==> src/rtl/pdp8_mem_arbiter.sv <==
// pdp8_mem_arbiter
// Shares one synchronous main memory between the IFD read port and the EXEC
// read/write ports. One access is granted per cycle. Read data returns to its
// owner one cycle after the grant. A starvation counter bounds how long a
// pending fetch can be held off by EXEC traffic.
//
// Ports:
//   clk, reset_n                  clock, async active-low reset
//   ifu_rd_req/addr -> gnt        IFD read request, combinational grant
//   ifu_rd_valid/data             IFD read response (data holds last value)
//   exec_rd_req/addr -> gnt       EXEC read request, combinational grant
//   exec_rd_valid/data            EXEC read response (data holds last value)
//   exec_wr_req/addr/data -> gnt  EXEC write request, committed at next edge
//   mem_req/we/addr/wdata         memory request bus (zeros when idle)
//   mem_rdata                     memory read data, cycle after a read access
//
// Response owner table:
//   OWN_NONE | no read response this cycle
//   OWN_IFU  | mem_rdata belongs to the IFD port
//   OWN_EXEC | mem_rdata belongs to the EXEC read port
module pdp8_mem_arbiter #(
  parameter int ADDR_WIDTH   = 12,
  parameter int DATA_WIDTH   = 12,
  parameter int STARVE_LIMIT = 2
) (
  input  logic                  clk,
  input  logic                  reset_n,
  input  logic                  ifu_rd_req,
  input  logic [ADDR_WIDTH-1:0] ifu_rd_addr,
  output logic                  ifu_rd_gnt,
  output logic                  ifu_rd_valid,
  output logic [DATA_WIDTH-1:0] ifu_rd_data,
  input  logic                  exec_rd_req,
  input  logic [ADDR_WIDTH-1:0] exec_rd_addr,
  output logic                  exec_rd_gnt,
  output logic                  exec_rd_valid,
  output logic [DATA_WIDTH-1:0] exec_rd_data,
  input  logic                  exec_wr_req,
  input  logic [ADDR_WIDTH-1:0] exec_wr_addr,
  input  logic [DATA_WIDTH-1:0] exec_wr_data,
  output logic                  exec_wr_gnt,
  output logic                  mem_req,
  output logic                  mem_we,
  output logic [ADDR_WIDTH-1:0] mem_addr,
  output logic [DATA_WIDTH-1:0] mem_wdata,
  input  logic [DATA_WIDTH-1:0] mem_rdata
);

  typedef enum logic [1:0] {
    OWN_NONE = 2'd0,
    OWN_IFU  = 2'd1,
    OWN_EXEC = 2'd2
  } owner_t;

  localparam logic [2:0] LIMIT = 3'(STARVE_LIMIT);

  owner_t                resp_owner;
  owner_t                resp_owner_nxt;
  logic [2:0]            starve_cnt;
  logic [2:0]            starve_cnt_nxt;
  logic [DATA_WIDTH-1:0] ifu_data_hold;
  logic [DATA_WIDTH-1:0] exec_data_hold;
  logic                  ifu_force;

  // A fetch that has waited STARVE_LIMIT cycles overrides the fixed priority.
  assign ifu_force = ifu_rd_req && (starve_cnt == LIMIT);

  // Grants are gated by reset_n so nothing is granted while reset is held,
  // even though the grant path is purely combinational.
  always_comb begin
    exec_wr_gnt = 1'b0;
    exec_rd_gnt = 1'b0;
    ifu_rd_gnt  = 1'b0;
    if (reset_n) begin
      if (ifu_force) begin
        ifu_rd_gnt = 1'b1;
      end else if (exec_wr_req) begin
        exec_wr_gnt = 1'b1;
      end else if (exec_rd_req) begin
        exec_rd_gnt = 1'b1;
      end else if (ifu_rd_req) begin
        ifu_rd_gnt = 1'b1;
      end
    end
  end

  always_comb begin
    mem_req   = exec_wr_gnt | exec_rd_gnt | ifu_rd_gnt;
    mem_we    = 1'b0;
    mem_addr  = '0;
    mem_wdata = '0;
    if (exec_wr_gnt) begin
      mem_we    = 1'b1;
      mem_addr  = exec_wr_addr;
      mem_wdata = exec_wr_data;
    end else if (exec_rd_gnt) begin
      mem_addr = exec_rd_addr;
    end else if (ifu_rd_gnt) begin
      mem_addr = ifu_rd_addr;
    end
  end

  always_comb begin
    resp_owner_nxt = OWN_NONE;
    if (ifu_rd_gnt) begin
      resp_owner_nxt = OWN_IFU;
    end else if (exec_rd_gnt) begin
      resp_owner_nxt = OWN_EXEC;
    end
  end

  always_comb begin
    starve_cnt_nxt = 3'd0;
    if (ifu_rd_req && !ifu_rd_gnt) begin
      starve_cnt_nxt = (starve_cnt == LIMIT) ? starve_cnt : starve_cnt + 3'd1;
    end
  end

  always_ff @(posedge clk or negedge reset_n) begin
    if (!reset_n) begin
      resp_owner     <= OWN_NONE;
      starve_cnt     <= 3'd0;
      ifu_data_hold  <= '0;
      exec_data_hold <= '0;
    end else begin
      resp_owner <= resp_owner_nxt;
      starve_cnt <= starve_cnt_nxt;
      if (resp_owner == OWN_IFU) begin
        ifu_data_hold <= mem_rdata;
      end
      if (resp_owner == OWN_EXEC) begin
        exec_data_hold <= mem_rdata;
      end
    end
  end

  // During the response cycle data passes straight through from memory;
  // otherwise each port shows the last value it received.
  assign ifu_rd_valid  = (resp_owner == OWN_IFU);
  assign exec_rd_valid = (resp_owner == OWN_EXEC);
  assign ifu_rd_data   = ifu_rd_valid  ? mem_rdata : ifu_data_hold;
  assign exec_rd_data  = exec_rd_valid ? mem_rdata : exec_data_hold;

endmodule
==> config.mk <==
export PLATFORM = sky130hd
export DESIGN_NAME = pdp8_mem_arbiter
export DESIGN_NICKNAME = d
export VERILOG_FILES = /design/src/rtl/pdp8_mem_arbiter.sv
export SDC_FILE = /design/constraint.sdc
export NUM_CORES = 1
export LEC_CHECK = 0
export CORE_AREA = 2 2 59 102
export CTS_CLUSTER_DIAMETER = 30
export CTS_CLUSTER_SIZE = 10
export DETAILED_ROUTE_END_ITERATION = 8
export DIE_AREA = 0 0 61 104
export PLACE_DENSITY = 0.77
export SETUP_SLACK_MARGIN = 0.1
export SYNTH_ARGS = -nofsm -noshare
export SYNTH_HDL_FRONTEND = slang
export SYNTH_SLANG_ARGS = --single-unit
==> constraint.sdc <==
create_clock -name clk -period 1.7 [get_ports clk]
set_clock_uncertainty 0.05 [all_clocks]
set_input_delay 0.34 -clock clk [delete_from_list [all_inputs] [get_ports clk]]
set_output_delay 0.34 -clock clk [all_outputs]
set_load 0.05 [all_outputs]
==> results.ini <==
[worst_setup_path]
crit_required_ps = 1310
worstSetupEndpointType = output port
r2r-end = resp_owner[0]$_DFF_PN0_
reg2reg_from = starve_cnt[1]$_DFFE_PN0P_
cp-startpoint = starve_cnt[0]$_DFFE_PN0P_
cp-endpoint = mem_addr[2]
r2r.worst_path.cells = 7
cp.arrival_ps = 1810
path_max_fanout = 5
crit_type = reg -> out
rrSetupSlack_ps = 30
critPathLaunchType = flop

[layout]
mostFrequentLayoutCells = clkdlybuf4s50_1, buf_12, dfrtp_1
layout.cells.non_filler = 386
mostFrequentLayoutCell = clkdlybuf4s50_1
syn2layout_area_growth_pct = 152
seq_area_um2 = 726
nets = 377
fillCellCount = 381
antenna_cells = 0
drive_gt1_share_pct = 58.7
multi_input_area_um2 = 1100
fin_util_pct = 75.0

[floorplan]
initial_core_util_pct = 29.7
die-area_um2 = 6340
die_x_um = 61
num_io_pins = 120
core_region_area_um2 = 5540
rows = 36
die_y_um = 104

[synthesis]
synthesis.area_um2 = 1650
yosys.area.top_type = dfrtp_1
synth_compound_area_share_pct = 16.9
synth-simple-area-share_pct = 11.9
synth-edff-count = 0
synth_top_family_by_area = multiplexers
yosysWarningCount = 0
async_flop_share_pct = 100
synthXorXnorAreaFrac_pct = 0
synthTopCellsByArea = dfrtp_1, mux2_2, o21a_1
synth.area.mux_share_pct = 17.0
synth_cells = 155
synth_top_area_share_pct = 44.1
ys_types = 30
avgSynthCellArea_um2 = 10.6
postSynthRegisterBits = 29
ys_seq_area_share_pct = 44.1
synthAdderAreaFrac_pct = 1.52
synthesis.nets = 222
synthFlopType = dfrtp_1

[drt]
wirelength_mm = 6.27
ant_nets = 0
drc_errors = 0
drt-initial-drc-count = 35
firstDrtPassIters = 4
via_count = 1805
routed_via_density = 4.68
wl_per_cell_um = 16.2

[min_path]
min_path_type = in -> async

[global_route]
grtUsageTotal_pct = 19.5
grt_first_pass_wirelength_mm = 9.46
antenna_found_initial = 0
grt_max_degree = 20
grt_remaining_overflow = 0
grt_pass1_vias = 1934

[clock_tree]
hold_buffers = 0
htreeDepth = 2
path_clk_slew_ps = 60
cts_tree = done
clkLatencyLatePin_ps = 270
root_buffer = clkbuf_8
clkSinkCount = 29
cts_buffer_depth = 2
numCtsBuffers = 5

[sta]
worst_pin_slew_ps = 288
drv_slew = 0
fin_worst_hold_slack_ps = 132
fin_tns_setup_ps = -18160
rsz0062_at_grt = true
setup_viol = 52
finalCritPeriodShare_pct = 129
layout_min_cycle_time_ps = 2200
max_slew_margin_pct = 80.8
fmax_mhz = 455
hold_viol_final = 0
setup_ws_ps = -496

[placement]
numPortBuffers = 119
hpwl_mm = 4.29
dp_slack_ps = -545
dp_cells = 361
routabilityCongestion = 0.771

[power_and_ir_drop]
vdd_drop_max_mv = 0.514
p_leak_nw = 1.87
power_density_nw_per_um2 = 1230

[job]
maxCapViolations = 0

[outcome]
outcome = finished, violations left
violations = setup timing

## critical path, stage by stage (launching register included)
cell and delay [ps]:
dfrtp_1 390, inv_2 70, ha_4 120, nor2b_4 220, o211ai_4 130, buf_6 160, o22ai_2 130, o21a_2 170
buf_12 130
## through the flow
step,cell area [µm²],total power [mW]
after floorplan,1800,2.72
after global placement,3550,3.97
after detailed placement,3550,4.03
after CTS,3980,4.94
after global routing,4150,5.33
final,4150,5.11
## sequential cells by signal, summed over array words and instances, names as in the netlist
| name | count |
|---|---|
| ifu_data_hold | 12 |
| resp_owner | 2 |
| starve_cnt | 3 |
| exec_data_hold | 12 |
## routing by layer
layer | global-route usage [%] | vias to the layer above | share of wire (%)
met4 | 4.66 | 0 | 2.1
met5 | 0 | - | 0
met1 | 20.7 | 883 | 33
met3 | 3.73 | 11 | 4.8
li1 | - | 837 | -
met2 | 36.9 | 74 | 60
## what timing repair did
action | in CTS | in global routing
resized for setup | 63 | 37
endpoints found under the setup margin | 54 | 56
buffers inserted | 8 | 8
pin swaps | 0 | 2
cloned | 3 | 2
## cells in the mapped netlist (2+ instances only)
library cell  instances
nor2b_1               2
inv_1                15
nand2b_1              2
clkbuf_1              2
mux2_2               24
ha_1                  2
buf_2                 3
buf_4                 3
a21oi_1              13
o22ai_1              11
and2_1               12
dfrtp_1              29
buf_6                 3
o21a_1               13
nor3b_1               2
inv_2                 2
nor2_1                2
nand2_1               3
## where the power goes
group	switching (mW)	total [mW]	internal, mW
logic	1.77	3.54	1.78
registers	0.0854	1.02	0.930
clock network	0.232	0.552	0.320
total	2.08	5.11	3.03
## cell type report
type,count,share of cell area (%)
Clock buffer,7,2.08
Inverter,17,1.75
Multi-Input combinational cell,98,26.4
Sequential cell,29,17.5
Tap cell,76,2.29
Timing Repair Buffer,158,49.8
Timing Repair inverter,1,0.181
## cells by family after synthesis
logic type               after synthesis
AND/OR/NAND/NOR                       29
adder cells (fa/ha/maj)                2
flip-flops                            29
AO/OA/AOI/OAI                         42
buffers and inverters                 28
multiplexers                          25
## how the worst min path moves through the flow
stage,startpoint,to,slack (ps)
floorplan,reset_n,exec_data_hold[0]$_DFF_PN0_,-6
global placement,exec_data_hold[5]$_DFF_PN0_,exec_data_hold[5]$_DFF_PN0_,430
detailed placement,exec_data_hold[4]$_DFF_PN0_,exec_data_hold[4]$_DFF_PN0_,430
CTS,reset_n,resp_owner[1]$_DFF_PN0_,110
global route,reset_n,exec_data_hold[1]$_DFF_PN0_,140
finish,reset_n,ifu_data_hold[11]$_DFF_PN0_,130
Power figures use the tool's default switching activity.
==> variant 1 (same flow settings) <==
The 3 values of `owner_t` get a one-hot encoding in 3 bits.
--- a/src/rtl/pdp8_mem_arbiter.sv
+++ b/src/rtl/pdp8_mem_arbiter.sv
@@ -46,10 +46,10 @@
   input  logic [DATA_WIDTH-1:0] mem_rdata
 );
 
-  typedef enum logic [1:0] {
-    OWN_NONE = 2'd0,
-    OWN_IFU  = 2'd1,
-    OWN_EXEC = 2'd2
+  typedef enum logic [2:0] {
+    OWN_NONE = 3'b001,
+    OWN_IFU  = 3'b010,
+    OWN_EXEC = 3'b100
   } owner_t;
 
   localparam logic [2:0] LIMIT = 3'(STARVE_LIMIT);
Check against the original RTL: no difference found for any inputs over 10 cycles, from zero or initial values and one cycle with reset_n low; not proved beyond that.
==> variant 1 against the original RTL <==
The flow still finishes with violations (setup timing). Worst setup slack got worse by 0.0025 ns. Power rose by 3.2%. Design area rose by 2.1%. Global-route usage rose by 0.11 points. Area after synthesis rose by 3.1%. Sequential cell count rose by 1. Wire length fell by 4.1%. Hold slack improved by 0.084 ns. Critical path type unchanged. Critical endpoint is now mem_addr[7]. Largest cell class unchanged. Highest routed layer unchanged.
==> variant 1: results <==
metrics = {
    "critical_path": {
        "crit_end": "mem_addr[7]",
        "slowest_delay_ns": 0.37,
        "cp-startpoint": "starve_cnt[0]$_DFFE_PN0P_",
        "r2r_end": "resp_owner[0]$_DFF_PN1_",
        "cp_max_fo": 10,
        "reg2reg_setup_slack_ns": 0.08,
    },
    "place": {
        "dp_hpwl_um": 4270,
        "place_congestion": 0.760,
        "dp.cells": 364,
    },
    "synth": {
        "yosys_warnings": 0,
        "synth.area.top_cells": "dfrtp_1, mux2_2, o21a_1",
        "yosys.cell_types.count": 32,
        "ys_seq_area_share_pct": 44.3,
    },
    "finish": {
        "filler_cell_count": 372,
        "finish.instance_area_um2": 4240,
        "reg_top3": "exec_data_hold: 12 flops, ifu_data_hold: 12 flops",
        "layout.nets": 390,
        "drive_gt1_share_pct": 58.0,
    },
    "global_route": {
        "grt_start_max_net_pins": 25,
        "antenna_found_initial": 1,
        "grtUsageTotal_pct": 19.6,
        "grt_pass1_vias": 1994,
    },
    "pwr": {
        "leakage_nw": 1.93,
        "ir_worst_vdd_mv": 0.636,
    },
    "drt": {
        "vias_per_cell": 4.58,
        "dr.pass1.iters": 3,
        "wl_per_cell_um": 15.0,
    },
    "run_status": {
        "status": "complete, but fails checks",
        "violations": "setup timing",
    },
    "sta": {
        "worst_slack_ns": -0.499,
        "finalSetupViolCount": 54,
        "finalSetupTns_ns": -18.18,
    },
}
[variant 1: worst max-delay path, delay by kind of cell, from the launching register on]
family,cells,cell delay [ns]
fa+ha+maj,1,0.16
flops,1,0.37
buf+inv,3,0.35
compound gates,3,0.48
simple gates,1,0.18
[variant 1: area by class of cell]
cell class	instances	share of cell area [%]
Antenna cell	1	0.0590
Clock buffer	7	2.03
Clock inverter	1	0.118
Inverter	16	1.59
Multi-Input combinational cell	99	24.3
Sequential cell	30	17.7
Tap cell	76	2.24
Timing Repair Buffer	170	51.8
Timing Repair inverter	1	0.147
[variant 1: where the power goes]
part	internal [mW]	switching, mW
Combinational	1.91	1.76
Clock	0.325	0.232
Sequential	0.963	0.0860
Total	3.19	2.08
[variant 1: repair_timing]
| action | CTS | global route |
|---|---|---|
| endpoints found under the setup margin | 56 | 56 |
| hold endpoints to repair | 0 | 0 |
| setup buffers | 20 | 7 |
| cloned | 4 | 0 |
| gates resized for setup | 62 | 11 |
| pin swaps | 3 | 2 |
| hold buffers | 0 | 0 |
[variant 1: cell families after synthesis]
family	count (synthesis)	share of synthesized area, %
buffers and inverters	26	8.40
and+or+nand+nor	30	13.0
AOI/OAI and AO/OA	42	16.4
muxes	25	16.5
adders and majority gates	2	1.47
DFF	30	44.3
[variant 1: layer usage]
layer	GRT usage, %	routed length (µm)
met1	19.4	1970
met2	36.6	3550
met3	4.73	317
met4	7.14	172
met5	0	0
[variant 1: metrics by stage]
step	setup WS (ns)	hold slack [ns]
5_1_grt	-0.596	0.240
3_5_place_dp	-0.501	0.438
3_3_place_gp	-0.474	0.434
4_1_cts	-0.493	0.219
2_1_floorplan	-0.187	-0.00559
6_report	-0.499	0.215
==> variant 2 (same flow settings) <==
Made on the original files. `ADDR_WIDTH`: 12 -> 11.
--- a/src/rtl/pdp8_mem_arbiter.sv
+++ b/src/rtl/pdp8_mem_arbiter.sv
@@ -19,7 +19,7 @@
 //   OWN_IFU  | mem_rdata belongs to the IFD port
 //   OWN_EXEC | mem_rdata belongs to the EXEC read port
 module pdp8_mem_arbiter #(
-  parameter int ADDR_WIDTH   = 12,
+  parameter int ADDR_WIDTH   = 11,
   parameter int DATA_WIDTH   = 12,
   parameter int STARVE_LIMIT = 2
 ) (
Ports: changed (resized exec_rd_addr, exec_wr_addr, ifu_rd_addr and mem_addr); port bits go from 120 to 116. The function was not compared with the original's and may differ.
==> variant 2 against the original RTL <==
The flow still finishes with violations (setup timing). Wire length is 5.1% lower. Area after synthesis is 1.1% higher. Synthesized cell count is 3.2% lower. Sequential cell count stayed put. Power is 4.6% higher. Worst setup slack worse by 0.011 ns. Maximum frequency is 0.49% lower. Design area is 0.48% higher.
==> variant 2: results <==
metrics = {
    "run_status": {
        "status": "complete, but fails checks",
        "violations": "setup timing",
    },
    "critical_path": {
        "reg2regPathDepth": 8,
        "slowest_delay_ns": 0.41,
        "cp_max_fo": 6,
        "reg2reg_setup_slack_ns": -0.02,
        "cp_top_family": "buffers and inverters",
        "crit_end": "ifu_rd_gnt",
        "r2r_end": "starve_cnt[1]$_DFFE_PN0P_",
    },
    "synth": {
        "postSynthCellCount": 150,
        "synth_nets": 214,
        "muxShareOfSynthArea_pct": 16.8,
        "synth-compound-area-share_pct": 18.6,
        "yosys-top-cells-count": "dfrtp_1, mux2_2, inv_1",
        "synth.area.top_cells": "dfrtp_1, mux2_2, o22ai_2",
    },
    "drt": {
        "dr.pass1.iters": 3,
        "drtIter0Drc": 32,
        "vias_per_cell": 4.57,
    },
    "global_route": {
        "grt_pass1_wl_um": 8740,
        "grt_start_max_net_pins": 33,
        "grt_pass1_vias": 1796,
    },
    "sta": {
        "worst_slack_ns": -0.507,
        "finalSetupTns_ns": -16.74,
        "worst_hold_slack_ns": 0.179,
        "tightest_slew_ns": 0.386,
        "finalSetupViolCount": 52,
    },
    "place": {
        "dp_hpwl_um": 4170,
        "pre_cts_slack_ns": -0.496,
        "dp.cells": 348,
        "port_buffers": 115,
        "place_congestion": 0.699,
    },
    "clock_network": {
        "cts_resized": 58,
        "cts_setup_buffers": 7,
    },
    "finish": {
        "drive_gt1_share_pct": 58.8,
        "fin_cells": 377,
        "layout.nets": 364,
    },
    "pwr": {
        "ir_worst_vdd_mv": 0.593,
        "switchingPower_mw": 2.11,
        "leakage_nw": 1.85,
    },
}
variant 2: final cells by class:
cell class	count	area (µm²)
Inverter	16	68.8
Sequential cell	29	726
Multi-Input combinational cell	95	1140
Fill cell	346	1370
Timing Repair Buffer	153	2020
Tap cell	76	95.1
Clock buffer	6	82.6
Clock inverter	2	37.5
variant 2: routing by layer:
metal | GRT usage [%] | vias to the layer above | share of wire, %
li1 | - | 814 | -
met2 | 34.3 | 76 | 59
met1 | 18.3 | 823 | 33
met3 | 4.60 | 11 | 6.0
met5 | 0 | - | 0
met4 | 5.12 | 0 | 1.7
variant 2: power groups by stage:
stage	combinational, mW	clock [mW]	sequential [mW]
2_1_floorplan	1.75	0	0.991
3_3_place_gp	2.98	0	0.992
3_5_place_dp	3.02	0	1.01
4_1_cts	3.37	0.755	1.00
5_1_grt	3.74	0.792	1.04
6_report	3.59	0.738	1.01
